===== config.mk =====
export PLATFORM = sky130hd
export DESIGN_NAME = bubble_page_loader
export DESIGN_NICKNAME = d
export VERILOG_FILES = /design/src/rtl/bubble_page_loader.sv
export SDC_FILE = /design/constraint.sdc
export NUM_CORES = 1
export LEC_CHECK = 0
export CORE_ASPECT_RATIO = 1.1
export CORE_UTILIZATION = 55
export DETAILED_ROUTE_END_ITERATION = 6
export PLACE_DENSITY = 0.79
export SLEW_MARGIN = 0
export SYNTH_ARGS = -nofsm -noshare
export SYNTH_HDL_FRONTEND = slang
export SYNTH_SLANG_ARGS = --single-unit

===== constraint.sdc =====
create_clock -name MCLK -period 2.62 [get_ports MCLK]
set_input_delay 0.524 -clock MCLK [delete_from_list [all_inputs] [get_ports MCLK]]
set_output_delay 0.524 -clock MCLK [all_outputs]
set_load 0.01 [all_outputs]

===== src/rtl/bubble_page_loader.sv =====
// Serialises a bootloader or user page byte stream into the bubble out-buffer, one bit per 3-cycle write.
// Optional build macro LOADER_CHECKSUM_EN enables the running byte checksum on CHECKSUM.
module bubble_page_loader #(
  parameter int unsigned BOOT_BASE  = 4106,
  parameter int unsigned BOOT_BYTES = 480,
  parameter int unsigned USER_BASE  = 14342,
  parameter int unsigned USER_BYTES = 128
) (
  input  logic        MCLK,
  input  logic        nRESET,
  input  logic        LOAD_START,
  input  logic        LOAD_MODE,
  input  logic        BYTE_VALID,
  input  logic [7:0]  BYTE_DATA,
  output logic        BYTE_READY,
  output logic [14:0] OUTBUFWADDR,
  output logic        OUTBUFWCLK,
  output logic        OUTBUFWDATA,
  output logic        LOAD_BUSY,
  output logic        LOAD_DONE,
  output logic [7:0]  CHECKSUM
);

  localparam int unsigned AW = 15;
  localparam int unsigned CW = 16;

  typedef enum logic [2:0] {
    S_IDLE   = 3'd0,
    S_FETCH  = 3'd1,
    S_SETUP  = 3'd2,
    S_STROBE = 3'd3,
    S_HOLD   = 3'd4,
    S_DONE   = 3'd5
  } state_t;

  state_t          r_state;
  logic [AW-1:0]   r_ptr;
  logic [AW-1:0]   r_addr;
  logic [CW-1:0]   r_len;
  logic [CW-1:0]   r_cnt;
  logic [7:0]      r_shift;
  logic [2:0]      r_bit;
  logic            r_ready;
  logic            r_wclk;
  logic            r_wdata;
  logic            r_busy;
  logic            r_done;
  logic            w_accept;

  assign w_accept = (r_state == S_FETCH) && BYTE_VALID && r_ready;

  // Loader FSM; address/data registers are loaded on the edge that enters SETUP
  always_ff @(posedge MCLK or negedge nRESET) begin
    if (!nRESET) begin
      r_state <= S_IDLE;
      r_ptr   <= '0;
      r_addr  <= '0;
      r_len   <= '0;
      r_cnt   <= '0;
      r_shift <= '0;
      r_bit   <= '0;
      r_ready <= 1'b0;
      r_wclk  <= 1'b0;
      r_wdata <= 1'b0;
      r_busy  <= 1'b0;
      r_done  <= 1'b0;
    end else begin
      r_done <= 1'b0;
      case (r_state)
        S_IDLE: begin
          if (LOAD_START) begin
            r_ptr   <= LOAD_MODE ? AW'(USER_BASE) : AW'(BOOT_BASE);
            r_len   <= LOAD_MODE ? CW'(USER_BYTES) : CW'(BOOT_BYTES);
            r_cnt   <= '0;
            r_busy  <= 1'b1;
            r_ready <= 1'b1;
            r_state <= S_FETCH;
          end
        end
        S_FETCH: begin
          if (w_accept) begin
            r_cnt   <= r_cnt + CW'(1);
            r_ready <= 1'b0;
            r_bit   <= '0;
            r_addr  <= r_ptr;
            r_wdata <= BYTE_DATA[0];
            r_shift <= {1'b0, BYTE_DATA[7:1]};
            r_ptr   <= r_ptr + AW'(1);
            r_state <= S_SETUP;
          end
        end
        S_SETUP: begin
          r_wclk  <= 1'b1;
          r_state <= S_STROBE;
        end
        S_STROBE: begin
          r_wclk  <= 1'b0;
          r_state <= S_HOLD;
        end
        S_HOLD: begin
          if (r_bit != 3'd7) begin
            r_bit   <= r_bit + 3'd1;
            r_addr  <= r_ptr;
            r_wdata <= r_shift[0];
            r_shift <= {1'b0, r_shift[7:1]};
            r_ptr   <= r_ptr + AW'(1);
            r_state <= S_SETUP;
          end else if (r_cnt == r_len) begin
            r_busy  <= 1'b0;
            r_done  <= 1'b1;
            r_state <= S_DONE;
          end else begin
            r_ready <= 1'b1;
            r_state <= S_FETCH;
          end
        end
        S_DONE: begin
          r_state <= S_IDLE;
        end
        default: begin
          r_state <= S_IDLE;
        end
      endcase
    end
  end

`ifdef LOADER_CHECKSUM_EN
  logic [7:0] r_sum;

  // Modulo-256 sum of accepted bytes, held until the next load request
  always_ff @(posedge MCLK or negedge nRESET) begin
    if (!nRESET) begin
      r_sum <= '0;
    end else if ((r_state == S_IDLE) && LOAD_START) begin
      r_sum <= '0;
    end else if (w_accept) begin
      r_sum <= r_sum + BYTE_DATA;
    end
  end

  assign CHECKSUM = r_sum;
`else
  assign CHECKSUM = 8'd0;
`endif

  assign BYTE_READY  = r_ready;
  assign OUTBUFWADDR = r_addr;
  assign OUTBUFWCLK  = r_wclk;
  assign OUTBUFWDATA = r_wdata;
  assign LOAD_BUSY   = r_busy;
  assign LOAD_DONE   = r_done;

endmodule


==> out/results.ini, run 1 <==
[grt]
grt_max_degree=67
overflow=0
grt_first_pass_wirelength_um=11100
grt_pass1_vias=2472
antenna_found_initial=0
grt_use_total=0.234

[finish]
final_cell_mix=66 x dfrtp_1, 31 x clkdlybuf4s50_1, 30 x nand2_1, 18 x o21ai_0, 17 x a21oi_1
fin_nets=376
layout_commonest_cell=dfrtp_1
num_antenna_cells=0
area_growth_pct=17.9
layout-drive-gt1-share=0.0912

[timing]
fin_crit_ps=2270
worstMarginPinSlew_ps=563
drv_slew=0
rsz0062_at_grt=no
hold_violations=0
worst_hold_slack_ps=172
final.setup.tns_ps=0
fmax_mhz=441
relSlewSlack=0.624
finalCritPeriodShare=0.865
setup-violations-final=0
fin_skew_ps=8.42

[clock_network]
cts_hold_buf=0
cts_buffers=9
cts_sinks=66
clk_pin_slew_ps=70
tritoncts=built
cts-root-buf=clkbuf_8
clkLatencyLatePin_ps=340
cts_setup_buffers=0
h-tree-depth=3
clk_path_buf_depth=2
ctsResizeCount=0

[critical_path]
r2r_slack_ps=350
r2r_cells=6
max_stage_delay_ps=570
cp_slowest_cell=or4_1
r2r_end=r_ptr[9]$_DFFE_PN0P_
crit_path_start=r_bit[0]$_DFFE_PN0P_
worstPathArrival_ps=2540
cpMostUsedCell=ha_1
startpoint_type=flip-flop
path_delay_family=simple AND/OR/NAND/NOR gates
critPathCaptureType=flip-flop
crit_fanout=18
critPathBufInv=0
critical_path_class=flip-flop to flip-flop
cp.required_ps=2890
path_cells=ha_1, ha_1, and3b_1, a211o_1, or4_1, a21oi_1
timing.rr.start=r_bit[0]$_DFFE_PN0P_

[synth]
yosysUniqueCellTypes=53
synth_edf_count=0
synth-seq-cells=66
ys.flop_type=dfrtp_1
async_reset_ff_frac=1.00
yosysWarnings=0
postSynthCellCount=320
syn-cell-area_um2=3290
seq_area_frac_synth=0.502
syn_avg_cell_area_um2=10.3

[power]
p_per_area_nw_per_um2=939
power_mw=3.65
irDropWorstVdd_v=0.000638
p_leak_nw=1.69

[placed_design]
io_buffers=32
dp_hpwl_um=4450
place.gp.congestion=0.821

[hold_path]
hold_class=input port to async pin

[die]
start_util=0.571
fp.dieW_um=75.8
core-area_um2=5770
num_rows=29
die-area_um2=6300
die_height_um=83.2
ioPinCount=41

[routing]
drtPass1Iterations=5
drtIter0Drc=209
drc_errors=0
via_per_inst=5.92
ant_nets=0
routed-via-count=2600
drt_wl_total_um=6600
wl_per_cell_um=15.0

[run_status]
status=complete, no violations

[run]
maxCapViolCount=0

## stage by stage
step / setup WS (ps) / cell area [µm²] / std cells / utilization
after CTS: 352 / 3880 / 439 / 0.673
after floorplan: 572 / 3320 / 327 / -
after global placement: 198 / 3710 / 424 / 0.643
after detailed placement: 125 / 3710 / 424 / 0.643
final: 352 / 3880 / 439 / 0.673
after global routing: 219 / 3880 / 439 / 0.673
## power by group
part / leakage (nW) / internal [mW] / switching [mW]
registers: 0.835 / 1.30 / 0.273
clock network: 0.0920 / 0.385 / 0.377
logic: 0.766 / 0.651 / 0.656
## kinds of logic after synthesis
group	count (synthesis)	synth area share
mux	22	0.0726
fa+ha+maj	5	0.0190
other cells	1	0.00114
simple gates	107	0.188
flops	66	0.502
xor+xnor	4	0.0106
buf+inv	34	0.0543
compound gates	81	0.152
## cell type report
cell class,instances,area [µm²]
Clock inverter,3,15.0
Clock buffer,12,155
Inverter,10,37.5
Tap cell,77,96.3
Fill cell,459,1890
Multi-Input combinational cell,227,1500
Timing Repair Buffer,44,430
Sequential cell,66,1650
## sequential cells by signal, indices dropped and copies added (netlist names)
signal	cells
r_len	2
OUTBUFWCLK	1
r_shift	7
BYTE_READY	1
r_state	3
LOAD_DONE	1
r_bit	3
LOAD_BUSY	1
r_ptr	15
OUTBUFWADDR	15
r_cnt	16
OUTBUFWDATA	1
## per-layer routing
layer	up-vias	wire length, µm	track usage
li1	1257	-	-
met1	1260	3000	0.305
met2	69	3140	0.361
met3	14	321	0.0643
met4	0	129	0.0960
met5	-	0	0
## synthesized netlist by cell type (all sizes together) (2+ instances only)
| cell | instances | area [µm²] |
|---|---|---|
| nor4b | 3 | 32.5 |
| ha | 5 | 62.6 |
| nand2 | 30 | 113 |
| a211oi | 3 | 22.5 |
| o21ai | 29 | 145 |
| a21o | 2 | 15.0 |
| nor3 | 4 | 20.0 |
| or4 | 13 | 97.6 |
| nor2 | 7 | 28.8 |
| clkbuf | 8 | 30.0 |
| mux2i | 7 | 70.1 |
| mux2 | 15 | 169 |
| o211ai | 6 | 45.0 |
| inv | 10 | 37.5 |
| nor4 | 2 | 12.5 |
| a211o | 4 | 35.0 |
| nor3b | 2 | 15.0 |
| xnor2 | 2 | 17.5 |
| a31oi | 4 | 25.0 |
| nand4 | 3 | 18.8 |
| and4 | 3 | 26.3 |
| a22o | 2 | 17.5 |
| dfrtp | 66 | 1650 |
| xor2 | 2 | 17.5 |
| a21oi | 18 | 93.8 |
| o31ai | 9 | 67.6 |
| buf | 16 | 111 |
| nand3 | 13 | 65.1 |
| or4b | 3 | 30.0 |
| and3 | 5 | 31.3 |
| or3 | 11 | 68.8 |
## how the worst max path moves through the flow
stage | slack [ps] | depth (start not counted) | end
after floorplan | 570 | 7 | r_ptr[10]$_DFFE_PN0P_
after global placement | 200 | 5 | r_ptr[14]$_DFFE_PN0P_
after detailed placement | 130 | 5 | r_ptr[7]$_DFFE_PN0P_
after CTS | 350 | 6 | r_ptr[9]$_DFFE_PN0P_
after global routing | 220 | 6 | r_ptr[14]$_DFFE_PN0P_
final | 350 | 6 | r_ptr[9]$_DFFE_PN0P_
No activity file was read; power rests on OpenSTA's default activity.
==> run 2, diff against run 1 <==
--- a/config.mk
+++ b/config.mk
@@ -8,7 +8,7 @@
 export CORE_ASPECT_RATIO = 1.1
 export CORE_UTILIZATION = 55
 export DETAILED_ROUTE_END_ITERATION = 6
-export PLACE_DENSITY = 0.79
+export PLACE_DENSITY = 0.78
 export SLEW_MARGIN = 0
 export SYNTH_ARGS = -nofsm -noshare
 export SYNTH_HDL_FRONTEND = slang
==> out/results.ini, run 2 (synthesis gave the netlist of run 1 again) <==
[critical_path]
cp.required_ps=2900  ; was 2890 ps
worstPathArrival_ps=2560  ; was 2540 ps
r2r_end=r_ptr[9]$_DFFE_PN0P_  ; unchanged
r2r_slack_ps=340  ; was 350 ps
max_stage_delay_ps=570  ; about the same
timing.rr.start=r_bit[0]$_DFFE_PN0P_  ; unchanged
worst-path-stages=6  ; unchanged
r2r_cells=6  ; unchanged
path_cells=ha_1, ha_1, and3b_1, a211o_1, or4_1, a21oi_1  ; unchanged
cp_slowest_cell=or4_1  ; unchanged
startpoint_type=flip-flop  ; unchanged
cpMostUsedCell=ha_1  ; unchanged
critical_path_class=flip-flop to flip-flop  ; unchanged
crit_fanout=15  ; was 18
critPathCaptureType=flip-flop  ; unchanged
critPathBufInv=0  ; unchanged
path_delay_family=simple AND/OR/NAND/NOR gates  ; unchanged

[timing]
fin_crit_ps=2280  ; was 2270 ps
relSlewSlack=0.557  ; was 0.624
rsz0062_at_grt=no  ; unchanged
worst_hold_slack_ps=157  ; was 172 ps
fmax_mhz=438  ; was 441 MHz
setup-violations-final=0  ; unchanged
worstMarginPinSlew_ps=662  ; was 563 ps
fin_skew_ps=6.24  ; was 8.42 ps
hold_violations=0  ; unchanged
drv_slew=0  ; unchanged
final.setup.tns_ps=0  ; unchanged
finalCritPeriodShare=0.871  ; was 0.865

[placed_design]
placedCellCount=427  ; was 424
dp_hpwl_um=4530  ; was 4450 µm
io_buffers=32  ; unchanged
place.gp.congestion=0.834  ; was 0.821
placed_area_um2=3720  ; was 3710 µm²

[routing]
drtIter0Drc=161  ; was 209
ant_nets=0  ; unchanged
routed-via-count=2577  ; was 2600
drtPass1Iterations=4  ; was 5
via_per_inst=5.82  ; was 5.92
drc_errors=0  ; unchanged
drt_wl_total_um=6630  ; was 6600 µm
wl_per_cell_um=15.0  ; about the same

[finish]
layout-drive-gt1-share=0.104  ; was 0.0912
fin_nets=379  ; was 376
area_growth_pct=19.2  ; was 17.9%
largest_reg_flops=16  ; unchanged
num-fill-cells=432  ; was 459
num_antenna_cells=0  ; unchanged
fin_area_um2=3930  ; was 3880 µm²
multiInputGateArea_um2=1500  ; unchanged
final_cell_mix=66 x dfrtp_1, 31 x clkdlybuf4s50_1, 30 x nand2_1, 18 x o21ai_0, 17 x a21oi_1  ; unchanged
ff_latch_area_um2=1650  ; unchanged
largest-register=r_cnt  ; unchanged
layout_commonest_cell=dfrtp_1  ; unchanged
final_cells=443  ; was 439

[clock_network]
ctsResizeCount=0  ; unchanged
cts_buffers=9  ; unchanged
cts_sinks=66  ; unchanged
cts-root-buf=clkbuf_8  ; unchanged
clk_pin_slew_ps=70  ; about the same
clkLatencyLatePin_ps=360  ; was 340 ps
tritoncts=built  ; unchanged
h-tree-depth=3  ; unchanged
cts_hold_buf=0  ; unchanged
clk_path_buf_depth=2  ; unchanged
cts_setup_buffers=0  ; unchanged

[grt]
grt_first_pass_wirelength_um=11100  ; about the same
antenna_found_initial=0  ; unchanged
grt_max_degree=67  ; unchanged
grt_pass1_vias=2400  ; was 2472
overflow=0  ; unchanged
grt_use_total=0.234  ; unchanged

[die]
num_rows=29  ; unchanged
die_height_um=83.2  ; unchanged
core-area_um2=5770  ; unchanged
die-area_um2=6300  ; unchanged
fp.dieW_um=75.8  ; unchanged
ioPinCount=41  ; unchanged
start_util=0.571  ; unchanged

[hold_path]
hold_class=input port to async pin  ; unchanged

[power]
p_per_area_nw_per_um2=960  ; was 939 nW/µm²
irDropWorstVdd_v=0.000777  ; was 0.000638 V
p_leak_nw=1.70  ; was 1.69 nW

[run]
maxCapViolCount=0  ; unchanged

[run_status]
status=complete, no violations  ; unchanged

==> run 2: worst max-delay path by stage <==
stage                         startpoint  slack (ps)                    end
floorplan           r_bit[0]$_DFFE_PN0P_         570  r_ptr[10]$_DFFE_PN0P_
global route        r_bit[0]$_DFFE_PN0P_         250   r_ptr[9]$_DFFE_PN0P_
global placement              LOAD_START         190   r_cnt[5]$_DFFE_PN0P_
detailed placement            LOAD_START         110   r_cnt[5]$_DFFE_PN0P_
finish              r_bit[0]$_DFFE_PN0P_         340   r_ptr[9]$_DFFE_PN0P_
CTS                 r_bit[0]$_DFFE_PN0P_         360  r_ptr[10]$_DFFE_PN0P_
==> run 2: worst register-to-register path, stage by stage (launching register included) <==
cell and delay (ps):
dfrtp_1 390, ha_1 200, ha_1 220, and3b_1 210
a211o_1 460, or4_1 570, a21oi_1 170
==> run 2: cell type report <==
type / count / area share
Timing Repair Buffer: 47 / 0.112
Clock inverter: 6 / 0.0169
Tap cell: 77 / 0.0245
Multi-Input combinational cell: 227 / 0.381
Clock buffer: 10 / 0.0351
Sequential cell: 66 / 0.421
Inverter: 10 / 0.00956
==> run 2: per-stage QoR <==
step                utilization  setup WS, ps  power, mW
CTS                       0.681           356       3.80
detailed placement        0.645           111       2.91
global placement          0.645           190       2.86
global route              0.681           252       4.02
finish                    0.681           339       3.77
floorplan                     -           572       2.37
==> run 2: per-layer routing <==
layer  vias up  share of wire  track usage
li1       1256              -            -
met1      1264           0.46        0.306
met2        47           0.48        0.364
met3        10          0.031       0.0473
met4         0          0.022        0.111
met5         -              0            0
==> run 2: power breakdown <==
| part | total (mW) | switching, mW | internal [mW] |
|---|---|---|---|
| Clock | 0.880 | 0.416 | 0.464 |
| Combinational | 1.31 | 0.655 | 0.653 |
| Sequential | 1.58 | 0.279 | 1.30 |
| Total | 3.77 | 1.35 | 2.42 |
==> run 3, diff against run 2 <==
--- a/config.mk
+++ b/config.mk
@@ -5,10 +5,13 @@
 export SDC_FILE = /design/constraint.sdc
 export NUM_CORES = 1
 export LEC_CHECK = 0
+export CELL_PAD_IN_SITES_DETAIL_PLACEMENT = 1
+export CELL_PAD_IN_SITES_GLOBAL_PLACEMENT = 2
 export CORE_ASPECT_RATIO = 1.1
-export CORE_UTILIZATION = 55
+export CORE_UTILIZATION = 36
+export CTS_CLUSTER_DIAMETER = 30
 export DETAILED_ROUTE_END_ITERATION = 6
-export PLACE_DENSITY = 0.78
+export PLACE_DENSITY = 0.79
 export SLEW_MARGIN = 0
 export SYNTH_ARGS = -nofsm -noshare
 export SYNTH_HDL_FRONTEND = slang
==> out/results.ini, run 3 (synthesis gave the netlist of run 1 again) <==
[run_status]
status=complete, no violations  ; unchanged

[critical_path]
path_cells=ha_1, ha_1, and3b_1, a211o_1, buf_4, or3_1, a21oi_1  ; was ha_1, ha_1, and3b_1, a211o_1, or4_1, a21oi_1
cpMostUsedCell=ha_1  ; unchanged
max_stage_delay_ps=450  ; was 570 ps
path_delay_family=compound AO/OA/AOI/OAI gates  ; was simple AND/OR/NAND/NOR gates
cp.required_ps=2900  ; about the same
worstPathArrival_ps=2570  ; was 2560 ps
startpoint_type=flip-flop  ; unchanged
critPathBufInv=1  ; was 0
critPathCaptureType=flip-flop  ; unchanged
cp_slowest_cell=a211o_1  ; was or4_1
crit_fanout=13  ; was 15
critical_path_class=flip-flop to flip-flop  ; unchanged
r2r_slack_ps=330  ; was 340 ps

[placed_design]
dp_hpwl_um=5400  ; was 4530 µm
place.gp.congestion=0.750  ; was 0.834
io_buffers=32  ; unchanged

[timing]
fmax_mhz=436  ; was 438 MHz
rsz0062_at_grt=no  ; unchanged
hold_violations=0  ; unchanged
setup-violations-final=0  ; unchanged
drv_slew=0  ; unchanged
relSlewSlack=0.540  ; was 0.557
final.setup.tns_ps=0  ; unchanged
fin_skew_ps=10.4  ; was 6.24 ps
finalCritPeriodShare=0.875  ; was 0.871
worstMarginPinSlew_ps=687  ; was 662 ps
fin_crit_ps=2290  ; was 2280 ps

[grt]
grt_first_pass_wirelength_um=13200  ; was 11100 µm
antenna_found_initial=0  ; unchanged
grt_use_total=0.180  ; was 0.234
grt_pass1_vias=2710  ; was 2400
grt_max_degree=67  ; unchanged
overflow=0  ; unchanged

[clock_network]
cts_buffers=9  ; unchanged
tritoncts=built  ; unchanged
ctsResizeCount=0  ; unchanged
cts_sinks=66  ; unchanged
cts_setup_buffers=0  ; unchanged
clk_path_buf_depth=2  ; unchanged
cts-root-buf=clkbuf_8  ; unchanged
h-tree-depth=3  ; unchanged
cts_hold_buf=0  ; unchanged
clkLatencyLatePin_ps=350  ; was 360 ps
clk_pin_slew_ps=80  ; was 70 ps

[finish]
fin_nets=378  ; was 379
num_antenna_cells=0  ; unchanged
layout-drive-gt1-share=0.101  ; was 0.104
layout_commonest_cell=dfrtp_1  ; unchanged
largest_reg_flops=16  ; unchanged
final_cell_mix=66 x dfrtp_1, 31 x clkdlybuf4s50_1, 30 x nand2_1, 18 x o21ai_0, 17 x a21oi_1  ; unchanged
largest-register=r_cnt  ; unchanged
area_growth_pct=21.5  ; was 19.2%
num-fill-cells=974  ; was 432
utilization=0.451  ; was 0.681

[routing]
routed-via-count=2596  ; was 2577
via_per_inst=5.42  ; was 5.82
ant_nets=0  ; unchanged
drtPass1Iterations=4  ; unchanged
drc_errors=0  ; unchanged
drt_wl_total_um=7820  ; was 6630 µm
drtIter0Drc=84  ; was 161
wl_per_cell_um=16.3  ; was 15.0 µm

[hold_path]
hold_class=input port to async pin  ; unchanged

[die]
start_util=0.371  ; was 0.571
die_height_um=102  ; was 83.2 µm
ioPinCount=41  ; unchanged
die-area_um2=9530  ; was 6300 µm²
core-area_um2=8870  ; was 5770 µm²
num_rows=36  ; was 29
fp.dieW_um=93.2  ; was 75.8 µm

[run]
maxCapViolCount=0  ; unchanged

[power]
irDropWorstVdd_v=0.000496  ; was 0.000777 V
p_leak_nw=1.72  ; was 1.70 nW
p_per_area_nw_per_um2=980  ; was 960 nW/µm²

[run 3: cell types whose count changed in the layout (fill, tap and decap cells not counted), sizes merged]
cell      before  now
clkinvlp       3    1
buf           16   15
bufinv         1    2
clkinv         2    3
[run 3: cell type report]
class / count / area (µm²) / share of cell area
sequential: 66 / 1650 / 0.413
timing repair buffer: 46 / 445 / 0.111
clock inverter: 6 / 90.1 / 0.0225
multi-input combinational: 227 / 1500 / 0.374
tap: 114 / 143 / 0.0356
inverter: 10 / 37.5 / 0.00938
clock buffer: 10 / 138 / 0.0344
[run 3: worst register-to-register path: stages, from the launching register on]
cell and delay [ps]:
dfrtp_1 390, ha_1 210, ha_1 230, and3b_1 210, a211o_1 450, buf_4 240, or3_1 340, a21oi_1 150
[run 3: metrics by stage]
stage / cell area, µm² / hold slack (ps) / instances / power [mW] / setup slack, ps
final: 4000 / 160 / 479 / 3.92 / 328
after detailed placement: 3770 / 474 / 463 / 2.98 / 74.5
after CTS: 4000 / 195 / 479 / 3.98 / 298
after global routing: 4000 / 194 / 479 / 4.20 / 188
after floorplan: 3320 / 228 / 327 / 2.37 / 572
after global placement: 3770 / 461 / 463 / 2.92 / 167
[run 3: metal layers]
metal / share of wire / vias up / GRT usage
met5: 0 / - / 0
met4: 0.0095 / 0 / 0.0568
met3: 0.025 / 7 / 0.0469
met2: 0.50 / 27 / 0.307
met1: 0.47 / 1309 / 0.224
li1: - / 1253 / -
[run 3: worst paths after layout]
path	start	end	depth (start not counted)
setup / recovery	r_bit[0]$_DFFE_PN0P_	r_ptr[4]$_DFFE_PN0P_	7
hold / removal	nRESET	r_cnt[11]$_DFFE_PN0P_	2
setup reg to reg	r_bit[0]$_DFFE_PN0P_	r_ptr[4]$_DFFE_PN0P_	7
hold reg to reg	r_shift[0]$_DFFE_PN0P_	r_shift[0]$_DFFE_PN0P_	2
max in group asynchronous	nRESET	r_ptr[14]$_DFFE_PN0P_	2
min in group MCLK	r_shift[0]$_DFFE_PN0P_	r_shift[0]$_DFFE_PN0P_	2
[run 3: power breakdown]
group	leakage [nW]	switching, mW	total, mW	internal (mW)
Sequential	0.835	0.278	1.58	1.30
Combinational	0.771	0.690	1.35	0.662
Clock	0.112	0.425	0.988	0.563
Total	1.72	1.39	3.92	2.53
